===== config.mk =====
export PLATFORM = sky130hd
export DESIGN_NAME = sdram_rr_arbiter
export DESIGN_NICKNAME = d
export VERILOG_FILES = /design/src/rtl/sdram_rr_arbiter.sv
export SDC_FILE = /design/constraint.sdc
export NUM_CORES = 1
export LEC_CHECK = 0
export ABC_AREA = 1
export BUFFER_PORTS_ARGS = -buffer_cell sky130_fd_sc_hd__buf_2
export CORE_MARGIN = 4
export CORE_UTILIZATION = 25
export CTS_BUF_LIST = sky130_fd_sc_hd__clkbuf_16
export DETAILED_ROUTE_END_ITERATION = 8
export GPL_TIMING_DRIVEN = 0
export HOLD_SLACK_MARGIN = 0.15
export PLACE_DENSITY = 0.57
export RECOVER_POWER = 25
export SLEW_MARGIN = 20
export SYNTH_ARGS = -nofsm -noshare
export SYNTH_HDL_FRONTEND = slang
export SYNTH_SLANG_ARGS = --single-unit

===== constraint.sdc =====
create_clock -name clk_clk -period 6.5 [get_ports clk_clk]
set_input_delay 1.3 -clock clk_clk [delete_from_list [all_inputs] [get_ports clk_clk]]
set_output_delay 1.3 -clock clk_clk [all_outputs]
set_load 0.005 [all_outputs]

===== src/rtl/sdram_rr_arbiter.sv =====
// sdram_rr_arbiter: N-port round-robin arbiter sharing one SDRAM controller slave.
// Optional macro ARB_HOLD_EN: lets one master keep the bus for up to HOLD_BEATS grants.
//
// Ports:
//   clk_clk, reset_reset_n          clock, async active-low reset
//   m_read/m_write                  per-master Avalon-MM requests (write wins if both)
//   m_address/writedata/byteenable  packed per-master command fields
//   m_waitrequest                   low only in the cycle master i's transfer is accepted
//   m_readdata/m_readdatavalid      broadcast read data, one-hot return strobe
//   sd_*                            registered command to / returns from the controller
//   err_orphan                      sticky: read return arrived with no tag outstanding
module sdram_rr_arbiter #(
    parameter int NUM_MASTERS = 4,
    parameter int ADDR_W      = 24,
    parameter int DATA_W      = 16,
    parameter int MAX_PENDING = 4,
    parameter int HOLD_BEATS  = 8
) (
    input  logic                            clk_clk,
    input  logic                            reset_reset_n,
    input  logic [NUM_MASTERS-1:0]          m_read,
    input  logic [NUM_MASTERS-1:0]          m_write,
    input  logic [NUM_MASTERS*ADDR_W-1:0]   m_address,
    input  logic [NUM_MASTERS*DATA_W-1:0]   m_writedata,
    input  logic [NUM_MASTERS*DATA_W/8-1:0] m_byteenable,
    output logic [NUM_MASTERS-1:0]          m_waitrequest,
    output logic [DATA_W-1:0]               m_readdata,
    output logic [NUM_MASTERS-1:0]          m_readdatavalid,
    output logic [ADDR_W-1:0]               sd_address,
    output logic                            sd_read,
    output logic                            sd_write,
    output logic [DATA_W-1:0]               sd_writedata,
    output logic [DATA_W/8-1:0]             sd_byteenable,
    input  logic                            sd_waitrequest,
    input  logic [DATA_W-1:0]               sd_readdata,
    input  logic                            sd_readdatavalid,
    output logic                            err_orphan
);
    localparam int IW = $clog2(NUM_MASTERS);
    localparam int BW = DATA_W / 8;
    localparam int PW = $clog2(MAX_PENDING);
    localparam int CW = PW + 1;

    if (NUM_MASTERS < 2 || NUM_MASTERS > 8 ||
        MAX_PENDING < 2 || MAX_PENDING > 16 ||
        (MAX_PENDING & (MAX_PENDING - 1)) != 0 ||
        HOLD_BEATS < 1 || (DATA_W % 8) != 0) begin : g_bad_params
        $error("sdram_rr_arbiter: unsupported parameter set");
    end

    typedef enum logic {IDLE, REQ} state_t;

    state_t            state, state_nxt;
    logic [ADDR_W-1:0] addr_arr  [NUM_MASTERS];
    logic [DATA_W-1:0] wdata_arr [NUM_MASTERS];
    logic [BW-1:0]     be_arr    [NUM_MASTERS];
    logic [NUM_MASTERS-1:0] elig;
    logic [IW-1:0]     pick, g, rr_ptr, g_inc, rr_nxt;
    logic              any_elig, accept, push, pop, orphan;
    logic [IW-1:0]     tag_mem [MAX_PENDING];
    logic [PW-1:0]     wr_ptr, rd_ptr;
    logic [CW-1:0]     tag_cnt;
    int                idx;

    always_comb begin
        for (int i = 0; i < NUM_MASTERS; i++) begin
            addr_arr[i]  = m_address[i*ADDR_W +: ADDR_W];
            wdata_arr[i] = m_writedata[i*DATA_W +: DATA_W];
            be_arr[i]    = m_byteenable[i*BW +: BW];
        end
    end

    // A pending read only blocks its master once the tag FIFO is full.
    assign elig = m_write | (m_read & {NUM_MASTERS{tag_cnt < CW'(MAX_PENDING)}});

    // Walk downward so the lowest offset from rr_ptr is the last (winning) hit.
    always_comb begin
        pick     = '0;
        any_elig = 1'b0;
        idx      = 0;
        for (int k = NUM_MASTERS - 1; k >= 0; k--) begin
            idx = (int'(rr_ptr) + k) % NUM_MASTERS;
            if (elig[IW'(idx)]) begin
                pick     = IW'(idx);
                any_elig = 1'b1;
            end
        end
    end

    assign accept = (state == REQ) && !sd_waitrequest;
    assign push   = accept && sd_read;
    assign pop    = sd_readdatavalid && (tag_cnt != '0);
    assign orphan = sd_readdatavalid && (tag_cnt == '0);
    assign g_inc  = (g == IW'(NUM_MASTERS - 1)) ? '0 : g + IW'(1);

`ifdef ARB_HOLD_EN
    localparam int HW = $clog2(HOLD_BEATS + 1);
    logic [HW-1:0] hold_cnt, hold_inc;
    logic          hold_keep;

    // hold_inc counts grants already given to g, including this one.
    assign hold_inc  = hold_cnt + HW'(1);
    assign hold_keep = elig[g] && (hold_inc < HW'(HOLD_BEATS));
    assign rr_nxt    = hold_keep ? g : g_inc;

    always_ff @(posedge clk_clk or negedge reset_reset_n) begin
        if (!reset_reset_n) begin
            hold_cnt <= '0;
        end else if (accept) begin
            hold_cnt <= hold_keep ? hold_inc : '0;
        end
    end
`else
    assign rr_nxt = g_inc;
`endif

    always_ff @(posedge clk_clk or negedge reset_reset_n) begin
        if (!reset_reset_n) begin
            state <= IDLE;
        end else begin
            state <= state_nxt;
        end
    end

    always_comb begin
        state_nxt     = state;
        m_waitrequest = '1;
        unique case (state)
            IDLE: begin
                if (any_elig) state_nxt = REQ;
            end
            REQ: begin
                if (!sd_waitrequest) begin
                    state_nxt        = IDLE;
                    m_waitrequest[g] = 1'b0;
                end
            end
        endcase
    end

    always_ff @(posedge clk_clk or negedge reset_reset_n) begin
        if (!reset_reset_n) begin
            sd_address    <= '0;
            sd_read       <= 1'b0;
            sd_write      <= 1'b0;
            sd_writedata  <= '0;
            sd_byteenable <= '0;
            g             <= '0;
            rr_ptr        <= '0;
        end else if (state == IDLE) begin
            if (any_elig) begin
                sd_address    <= addr_arr[pick];
                sd_writedata  <= wdata_arr[pick];
                sd_byteenable <= be_arr[pick];
                sd_write      <= m_write[pick];
                sd_read       <= !m_write[pick];
                g             <= pick;
            end
        end else if (accept) begin
            sd_read  <= 1'b0;
            sd_write <= 1'b0;
            rr_ptr   <= rr_nxt;
        end
    end

    always_ff @(posedge clk_clk or negedge reset_reset_n) begin
        if (!reset_reset_n) begin
            for (int i = 0; i < MAX_PENDING; i++) tag_mem[i] <= '0;
            wr_ptr     <= '0;
            rd_ptr     <= '0;
            tag_cnt    <= '0;
            err_orphan <= 1'b0;
        end else begin
            if (push) begin
                tag_mem[wr_ptr] <= g;
                wr_ptr          <= wr_ptr + PW'(1);
            end
            if (pop) rd_ptr <= rd_ptr + PW'(1);
            if (push && !pop) tag_cnt <= tag_cnt + CW'(1);
            else if (pop && !push) tag_cnt <= tag_cnt - CW'(1);
            if (orphan) err_orphan <= 1'b1;
        end
    end

    assign m_readdata      = sd_readdata;
    assign m_readdatavalid = pop ? (NUM_MASTERS'(1) << tag_mem[rd_ptr]) : '0;

endmodule


==> results.json <==
{
  "postCtsResizedCells": 0,
  "syn2layout_area_growth_pct": 39.0,
  "synth_fa_ha_area_share_pct": 2.83,
  "critPathBufInv": 2,
  "final_layout_size_suffix_gt1_share_pct": 34.6,
  "critPathCaptureType": "asynchronous set/reset pin",
  "rows": 49,
  "hp-class": "flop to flop",
  "die_h_um": 145,
  "globalplace.congestion": 0.826,
  "crit_path_frequent_cell": "clkbuf_1",
  "ios": 265,
  "ir_drop_mv": 0.159,
  "ant_nets": 0,
  "drv_cap": 1,
  "cp.required_ns": 6.44,
  "grt_use_total_pct": 16.7,
  "relSlewSlack_pct": -61.1,
  "crit_slowest_cell": "clkbuf_1",
  "finalSetupViolCount": 0,
  "final_nets": 1141,
  "fp.dieArea_um2": 21000,
  "combPwrFrac_pct": 64.9,
  "portBuffers": 248,
  "power.leakage_nw": 3.74,
  "path_clk_slew_ns": 0.06,
  "startpoint_type": "input port",
  "cts_tree": "built",
  "tightestPinTransition_ns": 2.42,
  "fin_tns_setup_ns": 0,
  "ys_types": 29,
  "cp_max_fo": 42,
  "drc": 0,
  "syn_inst": 675,
  "num_vias": 5216,
  "antenna_found_initial": 0,
  "post_cts_buffers": 0,
  "period_share_pct": 64.2,
  "critical_path_arrival_ns": 4.11,
  "synth_top_family_by_area": "simple AND/OR/NAND/NOR gates",
  "ys_seq_area_share_pct": 34.8,
  "place_inst": 1153,
  "synthXorXnorAreaFrac_pct": 0.748,
  "n_antenna_cell": 0,
  "critical_path_class": "input port to asynchronous set/reset pin",
  "clk_latency_ns": 0.34,
  "status": "complete, but fails checks",
  "wl_um": 17800,
  "cts_made_buffers": 9,
  "ctsHoldBuffers": 0,
  "grt_max_degree": 43,
  "fin_skew_ns": 0.00873,
  "synth_nets": 881,
  "power_density_nw_per_um2": 540,
  "drv_slew": 43,
  "die_w_um": 145,
  "layout.cells.non_filler": 1169,
  "switchingPower_mw": 1.78,
  "synth_compound_area_share_pct": 10.5,
  "pwr-share-clk_pct": 14.0,
  "root_buffer": "clkbuf_16",
  "fmax_mhz": 239,
  "grt_overflow": 0,
  "cp_slowest_stage_delay_ns": 1.79,
  "start_util_pct": 25.7,
  "cpLargestDelayFamily": "buffers and inverters",
  "power.share.switching_pct": 50.5,
  "drt_iter0_drc": 239,
  "dp_hpwl_um": 14000,
  "total_power_mw": 3.52,
  "violations": "max-capacitance violations, max-slew violations",
  "htree_levels": 3,
  "grt_pass1_wl_um": 26900,
  "path_cells": "clkbuf_1, clkbuf_1",
  "whs_ns": 0.466,
  "syn_area_um2": 4680,
  "layout_min_cycle_time_ns": 4.18,
  "wl_per_cell_um": 15.2,
  "syn-mean-instance-area_um2": 6.93,
  "synthMuxAreaShare_pct": 0.241,
  "viasPerCell": 4.46,
  "yosysWarningCount": 0,
  "seqPwrFrac_pct": 21.1,
  "intPower_mw": 1.74,
  "hold_viol": 0,
  "grt_pass1_vias": 5107,
  "clkSinkCount": 65,
  "rsz0062_at_grt": "no",
  "cts_max_path_buffers": 2,
  "drt_first_pass_iters": 4,
  "core_um2": 18200,
  "ys_ff_latch": 65,
  "synthSimpleGateAreaFrac_pct": 35.7
}
## cell families (layout without fill, tap and decap cells)
kind of cell	Yosys count	in the layout
and+or+nand+nor	376	376
buffers and inverters	149	414
AOI/OAI and AO/OA	70	70
DFF	65	65
adders and majority gates	10	10
xor gates and xnor gates	4	4
muxes	1	1
## layout by cell type, fill, tap and decap left out, drive strengths merged
master	n
o211ai	47
clkinv	3
xnor2	1
a21oi	6
ha	9
nand3	76
nor2	16
buf	296
clkbuf	11
inv	100
a31o	1
nand2	253
clkinvlp	3
xor2	3
o21ai	14
mux2	1
o31ai	1
nand3b	31
bufinv	1
dfrtp	65
fa	1
a32oi	1
## layout make-up
cell class	instances	area [um2]
inverters	100	380
multi-input cells	461	2340
well taps	229	287
plain buffers	49	337
fillers	1987	11700
flip-flops and latches	65	1630
repair buffers	249	1240
clock buffers	9	225
clock inverters	7	71.3
## power by group through the flow
stage	Sequential (mW)	Combinational, mW	Clock [mW]
after global routing	0.766	2.60	0.524
after detailed placement	0.743	2.31	0
after floorplan	0.744	1.52	0
after global placement	0.743	2.29	0
after CTS	0.741	2.32	0.508
final	0.741	2.28	0.494
## worst reg2reg max path, stage by stage (launching register included)
cell,delay [ns]
dfrtp_1,0.34
inv_1,0.09
nor2_1,0.38
nand2_1,0.15
inv_1,0.19
ha_1,0.17
inv_1,0.06
fa_1,0.37
a21oi_1,0.14
o21ai_0,0.12
xor2_1,0.16
## per-layer routing
| metal | share of wire (%) | global-route usage, % |
|---|---|---|
| met1 | 44 | 21.8 |
| met2 | 48 | 27.4 |
| met3 | 6.0 | 4.17 |
| met4 | 1.3 | 4.52 |
| met5 | 0 | 0 |
## synth_stat cells
cell type    n  area (um2)
buf_2       20         100
ha_1         9         113
fa_1         1        20.0
o31ai_1      1        7.51
nand3b_1    31         233
buf_1        2        7.51
dfrtp_1     65        1630
nand2_2      1        6.26
nor2_4       1        11.3
xor2_1       3        26.3
a21oi_1      6        30.0
nand2_4      2        22.5
o21ai_4      1        16.3
a31o_2       1        8.76
inv_4        2        12.5
o211ai_1    47         353
inv_2        4        15.0
buf_6        7        78.8
nor2_1      14        52.6
a32oi_1      1        8.76
nand3_2      1        10.0
o21ai_0     13        65.1
inv_1       94         353
nor2_8       1        20.0
xnor2_1      1        8.76
nand2_1    250         938
buf_4       20         150
mux2_2       1        11.3
nand3_1     75         375
## state kept, by name, indices dropped and copies added (netlist names)
| signal | count |
|---|---|
| sd_address | 24 |
| rr_ptr | 2 |
| wr_ptr | 2 |
| tag_mem | 8 |
| err_orphan | 1 |
| sd_byteenable | 2 |
| tag_cnt | 3 |
| sd_read | 1 |
| rd_ptr | 2 |
| g | 2 |
| sd_write | 1 |
| sd_writedata | 16 |
| state | 1 |
## metrics by stage
| stage | util, % | setup WS, ns | instance area (um2) |
|---|---|---|---|
| floorplan | - | 3.51 | 4680 |
| global placement | 34.1 | 3.09 | 6210 |
| detailed placement | 34.3 | 3.11 | 6240 |
| CTS | 35.9 | 3.11 | 6540 |
| global route | 35.7 | 1.58 | 6510 |
| finish | 35.7 | 2.32 | 6510 |
## worst paths after layout
check,end,depth (start not counted),from,slack (ns)
worst max-delay path,sd_address[2],2,reset_reset_n,2.32
worst min-delay path,err_orphan,1,err_orphan,0.47
worst max register to register,tag_cnt[2],10,state,4.20
worst min register to register,err_orphan,1,err_orphan,0.47
max in group clk_clk,m_waitrequest[3],4,sd_waitrequest,3.11
min in group asynchronous,sd_address[9],1,reset_reset_n,1.26
(Power assumes the default switching activity.)
